### src/rtl/inst_uncache_bridge_pkg.sv
// rtl/inst_uncache_bridge_pkg.sv - shared CPU package: uncached fetch bridge states and AXI constants
package inst_uncache_bridge_pkg;

   typedef enum logic [1:0] {
      IDLE  = 2'd0,
      ADDR  = 2'd1,
      DATA  = 2'd2,
      DRAIN = 2'd3
   } state_t;

   localparam logic [2:0] ARSIZE_WORD  = 3'b010;
   localparam logic [1:0] ARBURST_INCR = 2'b01;
   localparam logic [1:0] RESP_OKAY    = 2'b00;
   localparam logic [7:0] ARLEN_SINGLE = 8'd0;

endpackage

### src/rtl/inst_uncache_bridge_if.sv
// rtl/inst_uncache_bridge_if.sv - AXI read address/data channel bundle for the uncached fetch bridge
interface inst_uncache_bridge_if;

   logic [3:0]  arid;
   logic [31:0] araddr;
   logic [7:0]  arlen;
   logic [2:0]  arsize;
   logic [1:0]  arburst;
   logic        arvalid;
   logic        arready;
   logic [3:0]  rid;
   logic [31:0] rdata;
   logic [1:0]  rresp;
   logic        rlast;
   logic        rvalid;
   logic        rready;

   modport master (
      output arid, araddr, arlen, arsize, arburst, arvalid, rready,
      input  arready, rid, rdata, rresp, rlast, rvalid
   );

   modport slave (
      input  arid, araddr, arlen, arsize, arburst, arvalid, rready,
      output arready, rid, rdata, rresp, rlast, rvalid
   );

endinterface

### src/rtl/inst_uncache_bridge.sv
// rtl/inst_uncache_bridge.sv - single-outstanding uncached instruction fetch to AXI read bridge
// Optional macro INST_UNCACHE_BUS_ERR_EN reports non-OKAY rresp on inst_bus_err.
module inst_uncache_bridge
   import inst_uncache_bridge_pkg::*;
#(
   parameter logic [3:0] AXI_ID = 4'd0
) (
   input  logic                   Clk,
   input  logic                   resetn,
   input  logic                   inst_req,
   input  logic [31:0]            inst_addr,
   input  logic                   exp_flush,
   output logic                   inst_addr_ok,
   output logic                   inst_data_ok,
   output logic [31:0]            inst_rdata,
   output logic                   inst_bus_err,
   inst_uncache_bridge_if.master  axi
);

   state_t      state_q, state_d;
   logic        cancel_q, cancel_d;
   logic [29:0] addr_q;
   logic        accept;
   logic        r_beat;
   logic        capture;
   logic        data_ok_q;
   logic [31:0] rdata_q;

   // Gated by resetn so the handshake stays low while reset is held.
   assign accept = resetn & (state_q == IDLE) & inst_req & ~exp_flush;
   assign r_beat = axi.rvalid & axi.rlast;

   assign inst_addr_ok = accept;
   assign inst_data_ok = data_ok_q;
   assign inst_rdata   = rdata_q;

   assign axi.arid    = AXI_ID;
   assign axi.araddr  = {addr_q, 2'b00};
   assign axi.arlen   = ARLEN_SINGLE;
   assign axi.arsize  = ARSIZE_WORD;
   assign axi.arburst = ARBURST_INCR;
   assign axi.arvalid = (state_q == ADDR);
   assign axi.rready  = (state_q == DATA) | (state_q == DRAIN);

   logic unused_ok;
   assign unused_ok = ^{axi.rid, axi.rresp, inst_addr[1:0]};

   always_comb begin
      state_d  = state_q;
      cancel_d = cancel_q;
      capture  = 1'b0;
      case (state_q)
         IDLE: begin
            cancel_d = 1'b0;
            if (accept) state_d = ADDR;
         end
         ADDR: begin
            if (exp_flush) cancel_d = 1'b1;
            if (axi.arready) begin
               state_d  = (cancel_q | exp_flush) ? DRAIN : DATA;
               cancel_d = 1'b0;
            end
         end
         DATA: begin
            if (r_beat) begin
               state_d = IDLE;
               capture = ~exp_flush;
            end else if (exp_flush) begin
               state_d = DRAIN;
            end
         end
         DRAIN: begin
            if (r_beat) state_d = IDLE;
         end
         default: state_d = IDLE;
      endcase
   end

   always_ff @(posedge Clk or negedge resetn) begin
      if (!resetn) begin
         state_q   <= IDLE;
         cancel_q  <= 1'b0;
         addr_q    <= '0;
         data_ok_q <= 1'b0;
         rdata_q   <= '0;
      end else begin
         state_q   <= state_d;
         cancel_q  <= cancel_d;
         data_ok_q <= capture;
         if (accept)  addr_q  <= inst_addr[31:2];
         if (capture) rdata_q <= axi.rdata;
      end
   end

`ifdef INST_UNCACHE_BUS_ERR_EN
   logic bus_err_q;
   always_ff @(posedge Clk or negedge resetn) begin
      if (!resetn) bus_err_q <= 1'b0;
      else         bus_err_q <= capture & (axi.rresp != RESP_OKAY);
   end
   assign inst_bus_err = bus_err_q;
`else
   assign inst_bus_err = 1'b0;
`endif

endmodule

### src/flat_wrapper.sv
// flat-port wrapper written by rule: the top's interface ports become plain ports
module inst_uncache_bridge_flat import inst_uncache_bridge_pkg::*;
#(
   parameter logic [3:0] AXI_ID = 4'd0
)
  (Clk, resetn, inst_req, inst_addr, exp_flush, inst_addr_ok, inst_data_ok, inst_rdata, inst_bus_err, axi_arid, axi_araddr, axi_arlen, axi_arsize, axi_arburst, axi_arvalid, axi_rready, axi_arready, axi_rid, axi_rdata, axi_rresp, axi_rlast, axi_rvalid);
  inst_uncache_bridge_if axi_i ();
  input  logic Clk;
  input  logic resetn;
  input  logic inst_req;
  input  logic [31:0] inst_addr;
  input  logic exp_flush;
  output logic inst_addr_ok;
  output logic inst_data_ok;
  output logic [31:0] inst_rdata;
  output logic inst_bus_err;
  output wire logic [$bits(axi_i.arid)-1:0] axi_arid;
  output wire logic [$bits(axi_i.araddr)-1:0] axi_araddr;
  output wire logic [$bits(axi_i.arlen)-1:0] axi_arlen;
  output wire logic [$bits(axi_i.arsize)-1:0] axi_arsize;
  output wire logic [$bits(axi_i.arburst)-1:0] axi_arburst;
  output wire logic [$bits(axi_i.arvalid)-1:0] axi_arvalid;
  output wire logic [$bits(axi_i.rready)-1:0] axi_rready;
  input wire logic [$bits(axi_i.arready)-1:0] axi_arready;
  input wire logic [$bits(axi_i.rid)-1:0] axi_rid;
  input wire logic [$bits(axi_i.rdata)-1:0] axi_rdata;
  input wire logic [$bits(axi_i.rresp)-1:0] axi_rresp;
  input wire logic [$bits(axi_i.rlast)-1:0] axi_rlast;
  input wire logic [$bits(axi_i.rvalid)-1:0] axi_rvalid;
  assign axi_arid = axi_i.arid;
  assign axi_araddr = axi_i.araddr;
  assign axi_arlen = axi_i.arlen;
  assign axi_arsize = axi_i.arsize;
  assign axi_arburst = axi_i.arburst;
  assign axi_arvalid = axi_i.arvalid;
  assign axi_rready = axi_i.rready;
  assign axi_i.arready = axi_arready;
  assign axi_i.rid = axi_rid;
  assign axi_i.rdata = axi_rdata;
  assign axi_i.rresp = axi_rresp;
  assign axi_i.rlast = axi_rlast;
  assign axi_i.rvalid = axi_rvalid;
  inst_uncache_bridge #(.AXI_ID(AXI_ID)) u_core (.Clk(Clk), .resetn(resetn), .inst_req(inst_req), .inst_addr(inst_addr), .exp_flush(exp_flush), .inst_addr_ok(inst_addr_ok), .inst_data_ok(inst_data_ok), .inst_rdata(inst_rdata), .inst_bus_err(inst_bus_err), .axi(axi_i));
endmodule
### config.mk
export PLATFORM = sky130hd
export DESIGN_NAME = inst_uncache_bridge_flat
export DESIGN_NICKNAME = d
export VERILOG_FILES = /design/src/rtl/inst_uncache_bridge_pkg.sv /design/src/rtl/inst_uncache_bridge_if.sv /design/src/rtl/inst_uncache_bridge.sv /design/src/flat_wrapper.sv
export SDC_FILE = /design/constraint.sdc
export NUM_CORES = 1
export LEC_CHECK = 0
export CAP_MARGIN = 20
export CORE_MARGIN = 2
export CORE_UTILIZATION = 30
export DETAILED_ROUTE_END_ITERATION = 10
export GPL_TIMING_DRIVEN = 1
export PLACE_DENSITY = 0.65
export REMOVE_ABC_BUFFERS = 1
export SYNTH_ARGS = -nofsm -noshare
export SYNTH_HDL_FRONTEND = slang
export SYNTH_SLANG_ARGS = --single-unit
export TNS_END_PERCENT = 1
### constraint.sdc
create_clock -name Clk -period 1.7 [get_ports Clk]
set_input_delay 0.255 -clock Clk [delete_from_list [all_inputs] [get_ports Clk]]
set_output_delay 0.255 -clock Clk [all_outputs]
set_load 0.01 [all_outputs]
==> flow_summary_export.csv <==
group,metric,value,unit
timing,slew_headroom,0.4350,
global_routing,antenna_found_initial,0,
layout,n_antenna_cell,0,
clock_network,cts-root-buf,"clkbuf_8",
logic_synthesis,async_flop_share,1.000,
logic_synthesis,synth-compound-area-share,0.01020,
logic_synthesis,synth_area_leader_cell,"dfrtp_1",
drt,remaining_drc_errors,0,
power_and_ir_drop,p_comb_frac,0.445,
clock_network,cts_tree,"yes",
timing,rsz0062_at_grt,"false",
run_status,status,"finished clean",
critical_path,cp_slowest_cell,"dfrtp_1",
layout,final_util,0.4890,
critical_path,cp-end-kind,"primary output",
place,gp_congestion,0.7130,
power_and_ir_drop,p_seq_frac,0.358,
logic_synthesis,synth_top_cells_by_count,"66 x dfrtp_1, 34 x mux2_2, 28 x mux2_4",
logic_synthesis,synth_xor_area_frac,0,
drt,wl,6388,um
logic_synthesis,yosys.area_share.simple,0.02793,
timing,slew_viol_final,0,
die,num_rows,35,
critical_path,reg2reg_depth,5,
logic_synthesis,yosysWarnings,0,
critical_path,worstSetupStartpoint,"u_core.state_q[0]",
clock_network,path_clk_slew,0.08,ns
die,dieHeight,101,um
critical_path,r2r_start,"u_core.state_q[0]",
global_routing,first_global_vias,1984,
place,place_ws,-0.1785,ns
flow_run,drv_cap,0,
critical_path,max_stage_delay,0.42,ns
critical_path,required,1.44,ns
clock_network,clk_latency,0.33,ns
die,start_util,0.3069,
power_and_ir_drop,power_report.internal_total,5.510,mW
global_routing,grt-ovfl-total,0,
power_and_ir_drop,p_leak,2.014,nW
logic_synthesis,syn_avg_cell_area,16.22,um2
timing,finalHoldViolCount,0,
timing,tightestPinTransition,0.8476,ns
logic_synthesis,synth-edff-count,0,
logic_synthesis,synth_seq_cells,66,
drt,postRouteAntennaNets,0,
critical_path,crit_type,"flop to primary output",
timing,timing.fmax,0.6177,GHz
clock_network,htreeDepth,3,
drt,drtIter0Drc,44,
drt,viasPerCell,4.208,
logic_synthesis,synth_flop_cell,"dfrtp_1",
power_and_ir_drop,p_switching,2.180,mW
timing,period_minus_slack,1.619,ns
clock_network,clk_path_buf_depth,2,
logic_synthesis,synth_cell_type_count,21,
critical_path,rr_endpoint,"u_core.addr_q[28]",
logic_synthesis,seq_area_frac_synth,0.5851,
logic_synthesis,synthAdderAreaFrac,0,
global_routing,grt_pass1_wl,9846,um
timing,setup_violations,0,
timing,clock_skew,0.007404,ns
logic_synthesis,synth_area,2823,um2
die,dieWidth,101,um
die,dieArea,10200,um2
critical_path,rrSetupSlack,0.18,ns
critical_path,crit_path_max_fanout,4,
layout,area_delta_synth_final,59.31,%
layout,nNetsFinal,399,
global_routing,track_usage,0.1268,
timing,min_period_over_period,0.9523,
power_and_ir_drop,switching_share,0.2835,
clock_network,cts_setup_buffers,0,
power_and_ir_drop,ir_worst_vdd,0.0005323,V
drt,post_drt_wl_per_cell,14.58,um
logic_synthesis,synth_most_common_cell,"dfrtp_1",
layout,fillers,827,
critical_path,path_cells,"nor2_4 > and4_4 > clkdlybuf4s15_1",
die,io_pins,163,
logic_synthesis,muxShareOfSynthArea,0.2846,
logic_synthesis,yosys-top-cells-area,"dfrtp_1 59%, mux2_4 15%, mux2_2 14%",
place,post-dp-hpwl,4678,um
place,io_buffers,134,
drt,dr.pass1.iters,3,
layout,drive_above_1_share,0.2997,
min_path,hp-class,"input port to asynchronous set/reset pin",
critical_path,arrival,1.36,ns
critical_path,cp-start-kind,"flop",
drt,vias,1843,
die,coreArea,9196,um2
timing,setup_ws,0.08108,ns
clock_network,clock-sinks,66,
power_and_ir_drop,power_density,1710,nW/um2
power_and_ir_drop,pwr-share-clk,0.197,
clock_network,cts_inserted_buffers,9,
logic_synthesis,synth_top_area_frac,0.5851,
logic_synthesis,synth_top_family_by_area,"multiplexers",
global_routing,grt_max_degree,67,
logic_synthesis,synthCells,174,
## flip-flops by register name, indices dropped and copies added (netlist names)
register	count
u_core.inst_rdata	32
u_core.addr_q	30
u_core.cancel_q	1
u_core.inst_data_ok	1
u_core.state_q	2
## area by class of cell
cell class | count | area [um2] | area share
Sequential cell | 66 | 1652 | 0.3673
Timing Repair Buffer | 147 | 1485 | 0.3303
Multi-Input combinational cell | 96 | 985.9 | 0.2193
Tap cell | 111 | 138.9 | 0.03088
Clock buffer | 10 | 137.6 | 0.03061
Clock inverter | 6 | 90.09 | 0.02003
Inverter | 2 | 7.507 | 0.001669
## per-stage QoR
stage	cell area, um2	TNS (ns)	power, mW	hold slack [ns]	cells
2_1_floorplan	2645	0	4.196	-0.04059	164
3_3_place_gp	4268	-3.342	6.181	0.4869	422
3_5_place_dp	4268	-3.683	6.255	0.4914	422
4_1_cts	4493	0	7.823	0.1566	438
5_1_grt	4497	0	8.134	0.2062	438
6_report	4497	0	7.690	0.1052	438
## worst max-delay path: cells and delay by family, from the launching register on
| family | cells | cell delay (ns) |
|---|---|---|
| buffers and inverters | 1 | 0.24 |
| flip-flops | 1 | 0.42 |
| AND/OR/NAND/NOR | 2 | 0.37 |
## placed cells by master (no fill, tap or decap), drive strengths merged
master | netlist | final
a211o | 1 | 1
a21bo | 1 | 1
a21oi | 2 | 2
and2b | 1 | 1
and4 | 1 | 1
buf | 27 | 14
bufinv | 0 | 2
clkbuf | 0 | 10
clkdlybuf4s15 | 0 | 1
clkdlybuf4s50 | 0 | 130
clkinv | 0 | 3
clkinvlp | 0 | 1
conb | 2 | 20
dfrtp | 66 | 66
dlygate4sd2 | 0 | 1
dlymetal6s2s | 0 | 1
inv | 2 | 2
mux2 | 62 | 62
nand2 | 3 | 3
nand4 | 1 | 1
nor2 | 3 | 3
or2b | 1 | 1
## layer usage
layer / track usage / up-vias / wire length [um]
li1: - / 847 / -
met1: 0.1522 / 913 / 2525
met2: 0.2103 / 70 / 3334
met3: 0.03467 / 13 / 386
met4: 0.06133 / 0 / 142
met5: 0 / - / 0
## how the worst max path moves through the flow
stage | end | slack [ns] | depth (start not counted)
2_1_floorplan | u_core.addr_q[23] | 0.08 | 3
3_3_place_gp | inst_addr_ok | -0.18 | 4
3_5_place_dp | inst_addr_ok | -0.18 | 4
4_1_cts | inst_addr_ok | 0.02 | 3
5_1_grt | inst_addr_ok | 0.007 | 3
6_report | inst_addr_ok | 0.08 | 3
## power by group through the flow
| stage | Combinational [mW] | Clock, mW | Sequential [mW] |
|---|---|---|---|
| 3_3_place_gp | 3.42 | 0 | 2.76 |
| 5_1_grt | 3.62 | 1.65 | 2.86 |
| 3_5_place_dp | 3.47 | 0 | 2.78 |
| 6_report | 3.42 | 1.52 | 2.76 |
| 4_1_cts | 3.48 | 1.58 | 2.76 |
| 2_1_floorplan | 1.06 | 0 | 3.14 |
## logic make-up after synthesis
kind of cell    after synthesis
flops                        66
mux                          62
buf+inv                      30
simple gates                 10
compound gates                4
other cells                   2
## repair_timing
item | 4_1_cts | 5_1_grt
gates resized for setup | 2 | 2
setup endpoints to repair | 2 | 2
hold buffers | 0 | 0
Power figures use the tool's default switching activity.
